<file path="src/rtl/mod_demux_buf_if.sv">
`default_nettype none
// ============================================================================
//  Module      : mod_demux_buf_if
//  Description : Handshake bundle for the buffered 1:2 demultiplexer.
//                Carries the input stream (valid/ready/data/sel), the flush
//                strobe, and the two output channels A and B with their
//                occupancy counts.
//  Modports    : master - producer/consumer side (drives inputs, readies)
//                slave  - demux side (drives in_ready, channel outputs)
//  Revision    : 1.0 - initial release
// ============================================================================
interface mod_demux_buf_if #(
    parameter int P_WIDTH    = 64,
    parameter int FIFO_DEPTH = 4
);
    localparam int c_CNT_W = $clog2(FIFO_DEPTH) + 1;

    logic               flush;
    logic               in_valid;
    logic               in_ready;
    logic [P_WIDTH-1:0] in_data;
    logic               in_sel;

    logic               a_valid;
    logic               a_ready;
    logic [P_WIDTH-1:0] a_data;
    logic [c_CNT_W-1:0] a_count;

    logic               b_valid;
    logic               b_ready;
    logic [P_WIDTH-1:0] b_data;
    logic [c_CNT_W-1:0] b_count;

    modport master (
        output flush, in_valid, in_data, in_sel, a_ready, b_ready,
        input  in_ready, a_valid, a_data, a_count, b_valid, b_data, b_count
    );

    modport slave (
        input  flush, in_valid, in_data, in_sel, a_ready, b_ready,
        output in_ready, a_valid, a_data, a_count, b_valid, b_data, b_count
    );
endinterface
`default_nettype wire

</file>
<file path="src/rtl/mod_demux_buf.sv">
`default_nettype none
// ============================================================================
//  Module      : mod_demux_buf
//  Description : Buffered 1:2 demultiplexer. One valid/ready input stream is
//                steered by in_sel (1 -> channel A, 0 -> channel B) into one
//                of two independent FIFOs, so back-pressure on one
//                destination never stalls words bound for the other.
//  Ports       : clk      - clock, rising edge
//                rst_n    - asynchronous active-low reset
//                bus      - mod_demux_buf_if.slave (flush, input stream,
//                           channel A/B outputs and occupancy counts)
//                stall_cnt- saturating count of refused input cycles
//                           (only when DEMUX_STALL_CNT_EN is defined)
//  Options     : DEMUX_STALL_CNT_EN - adds the stall_cnt port and counter
//  Revision    : 1.0 - initial release
// ============================================================================
module mod_demux_buf #(
    parameter int P_WIDTH    = 64,
    parameter int FIFO_DEPTH = 4
) (
    input  logic           clk,
    input  logic           rst_n,
    mod_demux_buf_if.slave bus
`ifdef DEMUX_STALL_CNT_EN
    ,
    output logic [15:0]    stall_cnt
`endif
);
    localparam int                 c_PTR_W = $clog2(FIFO_DEPTH);
    localparam int                 c_CNT_W = c_PTR_W + 1;
    localparam logic [c_CNT_W-1:0] c_DEPTH = c_CNT_W'(FIFO_DEPTH);

    // Channel index 1 is A, 0 is B, so in_sel indexes the channel directly.
    logic [1:0]         w_full;
    logic [1:0]         w_vld;
    logic [1:0]         w_out_ready;
    logic [P_WIDTH-1:0] w_head  [2];
    logic [c_CNT_W-1:0] w_count [2];
    logic               w_in_ready;
    logic               w_accept;

    // No bypass: a full channel refuses even if it pops this same cycle.
    assign w_in_ready  = rst_n & ~bus.flush & ~w_full[bus.in_sel];
    assign w_accept    = bus.in_valid & w_in_ready;
    assign w_out_ready = {bus.a_ready, bus.b_ready};

    genvar g;
    for (g = 0; g < 2; g++) begin : g_chan
        logic [P_WIDTH-1:0] r_mem [FIFO_DEPTH];
        logic [c_PTR_W-1:0] r_wr_ptr;
        logic [c_PTR_W-1:0] r_rd_ptr;
        logic [c_CNT_W-1:0] r_count;
        logic               w_push;
        logic               w_pop;
        logic               w_valid;

        assign w_valid  = (r_count != '0);
        assign w_push   = w_accept & (bus.in_sel == 1'(g));
        assign w_pop    = w_valid & w_out_ready[g];
        assign w_full[g] = (r_count == c_DEPTH);

        // Pointers wrap naturally because FIFO_DEPTH is a power of two.
        always_ff @(posedge clk or negedge rst_n) begin
            if (!rst_n) begin
                r_wr_ptr <= '0;
                r_rd_ptr <= '0;
                r_count  <= '0;
            end else if (bus.flush) begin
                r_wr_ptr <= '0;
                r_rd_ptr <= '0;
                r_count  <= '0;
            end else begin
                if (w_push) begin
                    r_wr_ptr <= r_wr_ptr + c_PTR_W'(1);
                end
                if (w_pop) begin
                    r_rd_ptr <= r_rd_ptr + c_PTR_W'(1);
                end
                if (w_push && !w_pop) begin
                    r_count <= r_count + c_CNT_W'(1);
                end else if (!w_push && w_pop) begin
                    r_count <= r_count - c_CNT_W'(1);
                end
            end
        end

        // Storage is deliberately not reset; the count alone defines validity.
        always_ff @(posedge clk) begin
            if (w_push) begin
                r_mem[r_wr_ptr] <= bus.in_data;
            end
        end

        assign w_head[g]  = w_valid ? r_mem[r_rd_ptr] : '0;
        assign w_vld[g]   = w_valid;
        assign w_count[g] = r_count;
    end

    assign bus.in_ready = w_in_ready;
    assign bus.a_valid  = w_vld[1];
    assign bus.a_data   = w_head[1];
    assign bus.a_count  = w_count[1];
    assign bus.b_valid  = w_vld[0];
    assign bus.b_data   = w_head[0];
    assign bus.b_count  = w_count[0];

`ifdef DEMUX_STALL_CNT_EN
    logic [15:0] r_stall_cnt;

    // w_in_ready already folds in ~flush and rst_n, so a refused cycle is
    // in_valid & ~w_in_ready outside of the flush/reset branches.
    always_ff @(posedge clk or negedge rst_n) begin
        if (!rst_n) begin
            r_stall_cnt <= '0;
        end else if (bus.flush) begin
            r_stall_cnt <= '0;
        end else if (bus.in_valid && !w_in_ready && (r_stall_cnt != 16'hFFFF)) begin
            r_stall_cnt <= r_stall_cnt + 16'd1;
        end
    end

    assign stall_cnt = r_stall_cnt;
`endif

endmodule
`default_nettype wire

</file>
<file path="src/flat_wrapper.sv">
// flat-port wrapper written by rule: the top's interface ports become plain ports
module mod_demux_buf_flat 
#(
    parameter int P_WIDTH    = 64,
    parameter int FIFO_DEPTH = 4
)
  (clk, rst_n, bus_flush, bus_in_valid, bus_in_data, bus_in_sel, bus_a_ready, bus_b_ready, bus_in_ready, bus_a_valid, bus_a_data, bus_a_count, bus_b_valid, bus_b_data, bus_b_count);
  mod_demux_buf_if #(.P_WIDTH(P_WIDTH), .FIFO_DEPTH(FIFO_DEPTH)) bus_i ();
  input  logic clk;
  input  logic rst_n;
  input wire logic [$bits(bus_i.flush)-1:0] bus_flush;
  input wire logic [$bits(bus_i.in_valid)-1:0] bus_in_valid;
  input wire logic [$bits(bus_i.in_data)-1:0] bus_in_data;
  input wire logic [$bits(bus_i.in_sel)-1:0] bus_in_sel;
  input wire logic [$bits(bus_i.a_ready)-1:0] bus_a_ready;
  input wire logic [$bits(bus_i.b_ready)-1:0] bus_b_ready;
  output wire logic [$bits(bus_i.in_ready)-1:0] bus_in_ready;
  output wire logic [$bits(bus_i.a_valid)-1:0] bus_a_valid;
  output wire logic [$bits(bus_i.a_data)-1:0] bus_a_data;
  output wire logic [$bits(bus_i.a_count)-1:0] bus_a_count;
  output wire logic [$bits(bus_i.b_valid)-1:0] bus_b_valid;
  output wire logic [$bits(bus_i.b_data)-1:0] bus_b_data;
  output wire logic [$bits(bus_i.b_count)-1:0] bus_b_count;
  assign bus_i.flush = bus_flush;
  assign bus_i.in_valid = bus_in_valid;
  assign bus_i.in_data = bus_in_data;
  assign bus_i.in_sel = bus_in_sel;
  assign bus_i.a_ready = bus_a_ready;
  assign bus_i.b_ready = bus_b_ready;
  assign bus_in_ready = bus_i.in_ready;
  assign bus_a_valid = bus_i.a_valid;
  assign bus_a_data = bus_i.a_data;
  assign bus_a_count = bus_i.a_count;
  assign bus_b_valid = bus_i.b_valid;
  assign bus_b_data = bus_i.b_data;
  assign bus_b_count = bus_i.b_count;
  mod_demux_buf #(.P_WIDTH(P_WIDTH), .FIFO_DEPTH(FIFO_DEPTH)) u_core (.clk(clk), .rst_n(rst_n), .bus(bus_i));
endmodule
</file>
<file path="config.mk">
export PLATFORM = sky130hd
export DESIGN_NAME = mod_demux_buf_flat
export DESIGN_NICKNAME = d
export VERILOG_FILES = /design/src/rtl/mod_demux_buf_if.sv /design/src/rtl/mod_demux_buf.sv /design/src/flat_wrapper.sv
export SDC_FILE = /design/constraint.sdc
export NUM_CORES = 1
export LEC_CHECK = 0
export BUFFER_PORTS_ARGS = -buffer_cell sky130_fd_sc_hd__buf_2
export CAP_MARGIN = 0
export CORE_MARGIN = 2
export CORE_UTILIZATION = 32
export CTS_BUF_LIST = sky130_fd_sc_hd__clkbuf_4 sky130_fd_sc_hd__clkbuf_8 sky130_fd_sc_hd__clkbuf_16
export DETAILED_ROUTE_END_ITERATION = 8
export GPL_TIMING_DRIVEN = 0
export SLEW_MARGIN = 25
export SYNTH_ARGS = -nofsm -noshare
export SYNTH_HDL_FRONTEND = slang
export SYNTH_SLANG_ARGS = --single-unit
</file>
<file path="constraint.sdc">
create_clock -name clk -period 3.8 [get_ports clk]
set_input_delay 0.38 -clock clk [delete_from_list [all_inputs] [get_ports clk]]
set_output_delay 0.38 -clock clk [all_outputs]
set_load 0.03 [all_outputs]
</file>
==> Word-level counts from Yosys, hierarchy flattened <==
Memories as Yosys holds them, arrays and structs flattened.
Index checks and enable logic that the tools add are counted.
{ "classes": {"add_sub_neg": 8, "mul": 0, "n_div": 0, "magnitude_cmp": 1, "n_eq_ne": 2, "n_shift": 0, "muxes": 22, "bitwise": 10, "reduce_logical": 16} }
{ "ops": {"columns": ["operator", "n"], "rows": [
  ["$mux 64", 2],
  ["$mux 3", 6],
  ["$mux 2", 8],
  ["$reduce_bool 3->1", 4],
  ["$add 2x1->2 const B", 4],
  ["$reduce_bool 2->1", 4],
  ["$and 1x1->1", 7],
  ["$add 3x1->3 const B", 2],
  ["$eq 3x3->1 const B", 2],
  ["$mux 1", 6],
  ["$sub 3x1->3 const B", 2],
  ["$logic_and 1x1->1", 4],
  ["$logic_not 1->1", 4],
  ["$not 1->1", 3],
  ["$lt 1x2->1 const B", 1]
]} }
{ "word_totals": {"register_bits": 14, "latchBits": 0, "ramBits": 512, "rom_bits": 0, "in_bits": 71, "output_inout_bits": 137, "wordCells": 67, "memories": 2} }
{ "memory_table": {"columns": ["memory", "words", "word_bits", "rd", "rd_ports_with_merged_regs", "write_ports", "line", "source"], "rows": [
  ["u_core.g_chan[0].r_mem", 4, 64, 1, 0, 1, "mod_demux_buf.sv:49", "logic [P_WIDTH-1:0] r_mem [FIFO_DEPTH];"],
  ["u_core.g_chan[1].r_mem", 4, 64, 1, 0, 1, "mod_demux_buf.sv:49", null]
]} }

==> Logic depth before layout (Yosys ltp) <==
{ "logic_depth": {"word_depth": 12, "depth_mapped": 9, "depth_no_buf": 8} }

==> Least setup slack after synthesis <==
OpenSTA, ideal clock, no wires.
{ "synth_path": {"path_type": "reg-to-reg", "startpoint": "reg u_core.g_chan[0].r_count[0] (netlist: u_core.bus.b_count[0])", "endpoint": "mem u_core.g_chan[0].r_mem[0][0], enable pin", "setup_ps": 429, "arrival_time_ps": 2546, "required_ps": 3371, "setup_slack_ps": 825, "stages_incl_launch_ff": 4, "path_buffers": 0, "period_less_slack_ps": 2975, "cell_sequence": "dfrtp_1 > nor2_1 > a21oi_4 > and2_1"} }
{ "synth_between": {"elab_chain_cells": 9} }
{ "synth_lines": {"columns": ["element", "line", "source"], "rows": [
  ["start, declared", "mod_demux_buf.sv:52", "logic [c_CNT_W-1:0] r_count;"],
  ["start signal, assigned", "mod_demux_buf.sv:80", "r_count <= r_count + c_CNT_W'(1);"],
  ["start signal, assigned", "mod_demux_buf.sv:82", "r_count <= r_count - c_CNT_W'(1);"],
  ["$eq 3x3->1", "mod_demux_buf.sv:60", "assign w_full[g] = (r_count == c_DEPTH);"],
  ["$mux 1 (implied by the code) (2 in a row)", "mod_demux_buf.sv:43", "assign w_in_ready = rst_n & ~bus.flush & ~w_full[bus.in_sel];"],
  ["$not 1->1", "mod_demux_buf.sv:43", null],
  ["$and 1x1->1", "mod_demux_buf.sv:43", null],
  ["$and 1x1->1", "mod_demux_buf.sv:44", "assign w_accept = bus.in_valid & w_in_ready;"],
  ["$and 1x1->1", "mod_demux_buf.sv:58", "assign w_push = w_accept & (bus.in_sel == 1'(g));"],
  ["$mux 1", "mod_demux_buf.sv:89", "if (w_push) begin"],
  ["$mux 1 (implied by the code)", "mod_demux_buf.sv:90", "r_mem[r_wr_ptr] <= bus.in_data;"],
  ["end, declared", "mod_demux_buf.sv:49", null]
]} }
Every way passes these cells. The select of a mux whose other input is x is not followed.

==> Worst setup path after layout <==
{ "layout_path": {"startpoint": "reg u_core.g_chan[0].r_count[0] (netlist: u_core.bus.b_count[0])", "endpoint": "out bus_b_data[3]"} }
{ "layout_between": {"elab_chain_cells": 2} }
{ "layout_lines": {"columns": ["element", "line", "source"], "rows": [
  ["$reduce_bool 3->1", "mod_demux_buf.sv:57", "assign w_valid = (r_count != '0);"],
  ["$mux 64", "mod_demux_buf.sv:94", "assign w_head[g] = w_valid ? r_mem[r_rd_ptr] : '0;"],
  ["end, declared", "flat_wrapper.sv:22", "output wire logic [$bits(bus_i.b_data)-1:0] bus_b_data;"]
]} }
Every way passes these cells.

==> impl_metrics.env <==
export IMPL_outcome="complete, no violations"
export IMPL_synth_avg_cell_area_um2=22.1
export IMPL_first_global_vias=10700
export IMPL_cellPowerDensity_nw_per_um2=708
export IMPL_grtUsageTotal_pct=15.1
export IMPL_top_usage_layer="met2"
export IMPL_tns_ns=0
export IMPL_overflow=0
export IMPL_route_detailed_drc=0
export IMPL_ir_worst_vdd_mv=0.649
export IMPL_fin_crit_sh_pct=90.8
export IMPL_worst_ep_arrival_time_ns=3.07
export IMPL_cp_slowest_cell="clkbuf_1"
export IMPL_yosys_top_cells_count="edfxtp_1, and2_1, mux4_2"
export IMPL_cts_buffer_depth=3
export IMPL_synth_main_ff_cell="edfxtp_1"
export IMPL_drive_gt1_share_pct=39.3
export IMPL_area_growth_syn_to_layout_pct=20.7
export IMPL_cp_common_cell="clkbuf_1"
export IMPL_async_flop_share_pct=2.66
export IMPL_synth_area_top_cells="edfxtp_1, mux4_2, and2_1"
export IMPL_layout_nets=1283
export IMPL_dp_slack_ns=0.899
export IMPL_routed_wl_mm=49.9
export IMPL_synthCells=923
export IMPL_numCtsBuffers=56
export IMPL_drv_cap=0
export IMPL_timing_rr_start="u_core.bus.b_count[0]"
export IMPL_yosysTopAreaCell="edfxtp_1"
export IMPL_multi_input_area_um2=4390
export IMPL_crit_path_start_kind="flop"
export IMPL_r2r_slack_ns=1.46
export IMPL_max_slew_margin_pct=40.2
export IMPL_fin_skew_ns=0.0227
export IMPL_grtUsageMet3_pct=3.62
export IMPL_placed_cell_area_um2=22800
export IMPL_io_pins=208
export IMPL_hp_start="bus_in_data[50]"
export IMPL_path_class="reg -> out"
export IMPL_fin_area_um2=24600
export IMPL_dr_first_iter_drc_count=708
export IMPL_period_minus_slack_ns=3.45
export IMPL_fp_dieArea_um2=65800
export IMPL_hp_class="in -> reg"
export IMPL_antenna_found_initial=2
export IMPL_seq_area_um2=15700
export IMPL_dpl_hpwl_mm=30.1
export IMPL_io_buffers=207
export IMPL_finalSetupViolations=0
export IMPL_critPathMaxFanout=10
export IMPL_routed_via_density=4.74
export IMPL_die_h_um=257
export IMPL_tightest_slew_ns=0.897
export IMPL_start_util_pct=32.3
export IMPL_required_ns=3.42
export IMPL_crit_start="u_core.bus.b_count[0]"
export IMPL_finalWorstSetupSlack_ns=0.349
export IMPL_yosysUniqueCellTypes=36
export IMPL_slew_viol_final=0
export IMPL_cts_clk_slew_worst_paths_ns=0.06
export IMPL_synth_seq_cells=526
export IMPL_syn_num_nets=1004
export IMPL_leakage_nw=8.31
export IMPL_clock_root_buffer="clkbuf_16"
export IMPL_firstDrtPassIters=5
export IMPL_cp_slowest_stage_delay_ns=0.68
export IMPL_clkLatencyLatePin_ns=0.60
export IMPL_synth_most_common_cell="edfxtp_1"
export IMPL_core_um2=63100
export IMPL_fin_hold_ws_ns=0.0459
export IMPL_fillCellCount=5807
export IMPL_vias=9932
export IMPL_crit_path_cell_trace="or3_4, clkbuf_1, clkbuf_1, and2_1, buf_2"
export IMPL_fmax_mhz=290
export IMPL_dieWidth_um=257
export IMPL_finalHoldViolCount=0
export IMPL_gp_congestion=0.679
export IMPL_met1_usage_pct=19.7
export IMPL_netlist_area_leader_share_pct=75.3
export IMPL_grt_pass1_wl_mm=72.6
export IMPL_synth_edf_count=512
export IMPL_ant_nets=0
export IMPL_synth_warnings=0
export IMPL_grt_use_met2_pct=25.2
export IMPL_wl_per_cell_um=23.8
export IMPL_syn_area_um2=20400
export IMPL_grt_max_degree=36
export IMPL_cts_tree="yes"
export IMPL_cts_max_level=2
export IMPL_rsz0062_at_grt="false"
export IMPL_crit_path_end_kind="output pin"
export IMPL_rows=92
export IMPL_clock_sinks=526
export IMPL_seq_area_frac_synth_pct=77.1
[worst max-delay path, delay by kind of cell (launching register included)]
| kind | cells | cell delay (ns) |
|---|---|---|
| buffers and inverters | 3 | 1.45 |
| DFF | 1 | 0.48 |
| and+or+nand+nor | 2 | 0.52 |
[final cells by class]
type | count | share of cell area (%)
inverters | 9 | 0.137
flip-flops and latches | 526 | 63.8
diodes | 1 | 0.0102
multi-input cells | 343 | 17.8
plain buffers | 45 | 1.11
clock inverters | 36 | 1.28
well taps | 846 | 4.30
clock buffers | 68 | 6.12
repair buffers | 221 | 5.38
[worst paths after layout]
kind,end,cells after the start
min reg2reg,u_core.g_chan[0].r_wr_ptr[1],2
max in group asynchronous,u_core.bus.a_count[0],2
min,u_core.g_chan[0].r_mem[0][50],1
max reg2reg,u_core.g_chan[0].r_mem[1][26],4
min in group asynchronous,u_core.bus.b_count[2],2
max,bus_b_data[3],5
[power breakdown]
part	switching [W]	internal, W
logic	0.00367	0.00186
registers	0.0000696	0.00645
clock network	0.00224	0.00316
[kinds of logic (layout without fill, tap and decap cells)]
logic type,Yosys count,count (layout),synth area share (%)
buffers and inverters,54,379,1.50
AOI/OAI and AO/OA,15,15,0.552
and+or+nand+nor,176,176,5.33
adders and majority gates,10,10,0.687
xor gates and xnor gates,8,8,0.417
muxes,134,134,14.4
other,0,1,0
DFF,526,526,77.1
[through the flow]
stage	util [%]	power [W]	instances
finish	39.1	0.0175	2095
global route	39.1	0.0182	2095
CTS	39.1	0.0178	2094
detailed placement	36.1	0.0123	1988
global placement	35.7	0.0123	1976
floorplan	-	0.0104	923
[sequential cells by signal, indices dropped and copies added, names as in the netlist]
register and cells:
u_core.bus.a_count 3, u_core.g_chan.r_wr_ptr 4, u_core.g_chan.r_rd_ptr 4, u_core.bus.b_count 3
u_core.g_chan.r_mem 512
[layout by cell type (no fill, tap or decap), drive strengths merged, types with 6 or more instances in the layout]
cell	count
edfxtp	512
buf	248
and2	138
mux4	128
clkbuf	84
clkinv	24
nor2	20
dfrtp	14
inv	14
ha	8
xor2	6
[layer usage]
metal  share of wire (%)  vias to the layer above  routed length (µm)
li1                    -                     4292                   -
met1                  42                     5286               21100
met2                  49                      262               24700
met3                 5.9                       90                2950
met4                 2.4                        2                1180
met5               0.016                        -                   8
[timing repair]
item                                   4_1_cts  5_1_grt
setup buffers                                0        0
hold buffers                                 2        0
endpoints found under the hold margin       18        0
gates resized for setup                      0        0
setup endpoints to repair                    0        0
(Power assumes the default switching activity.)
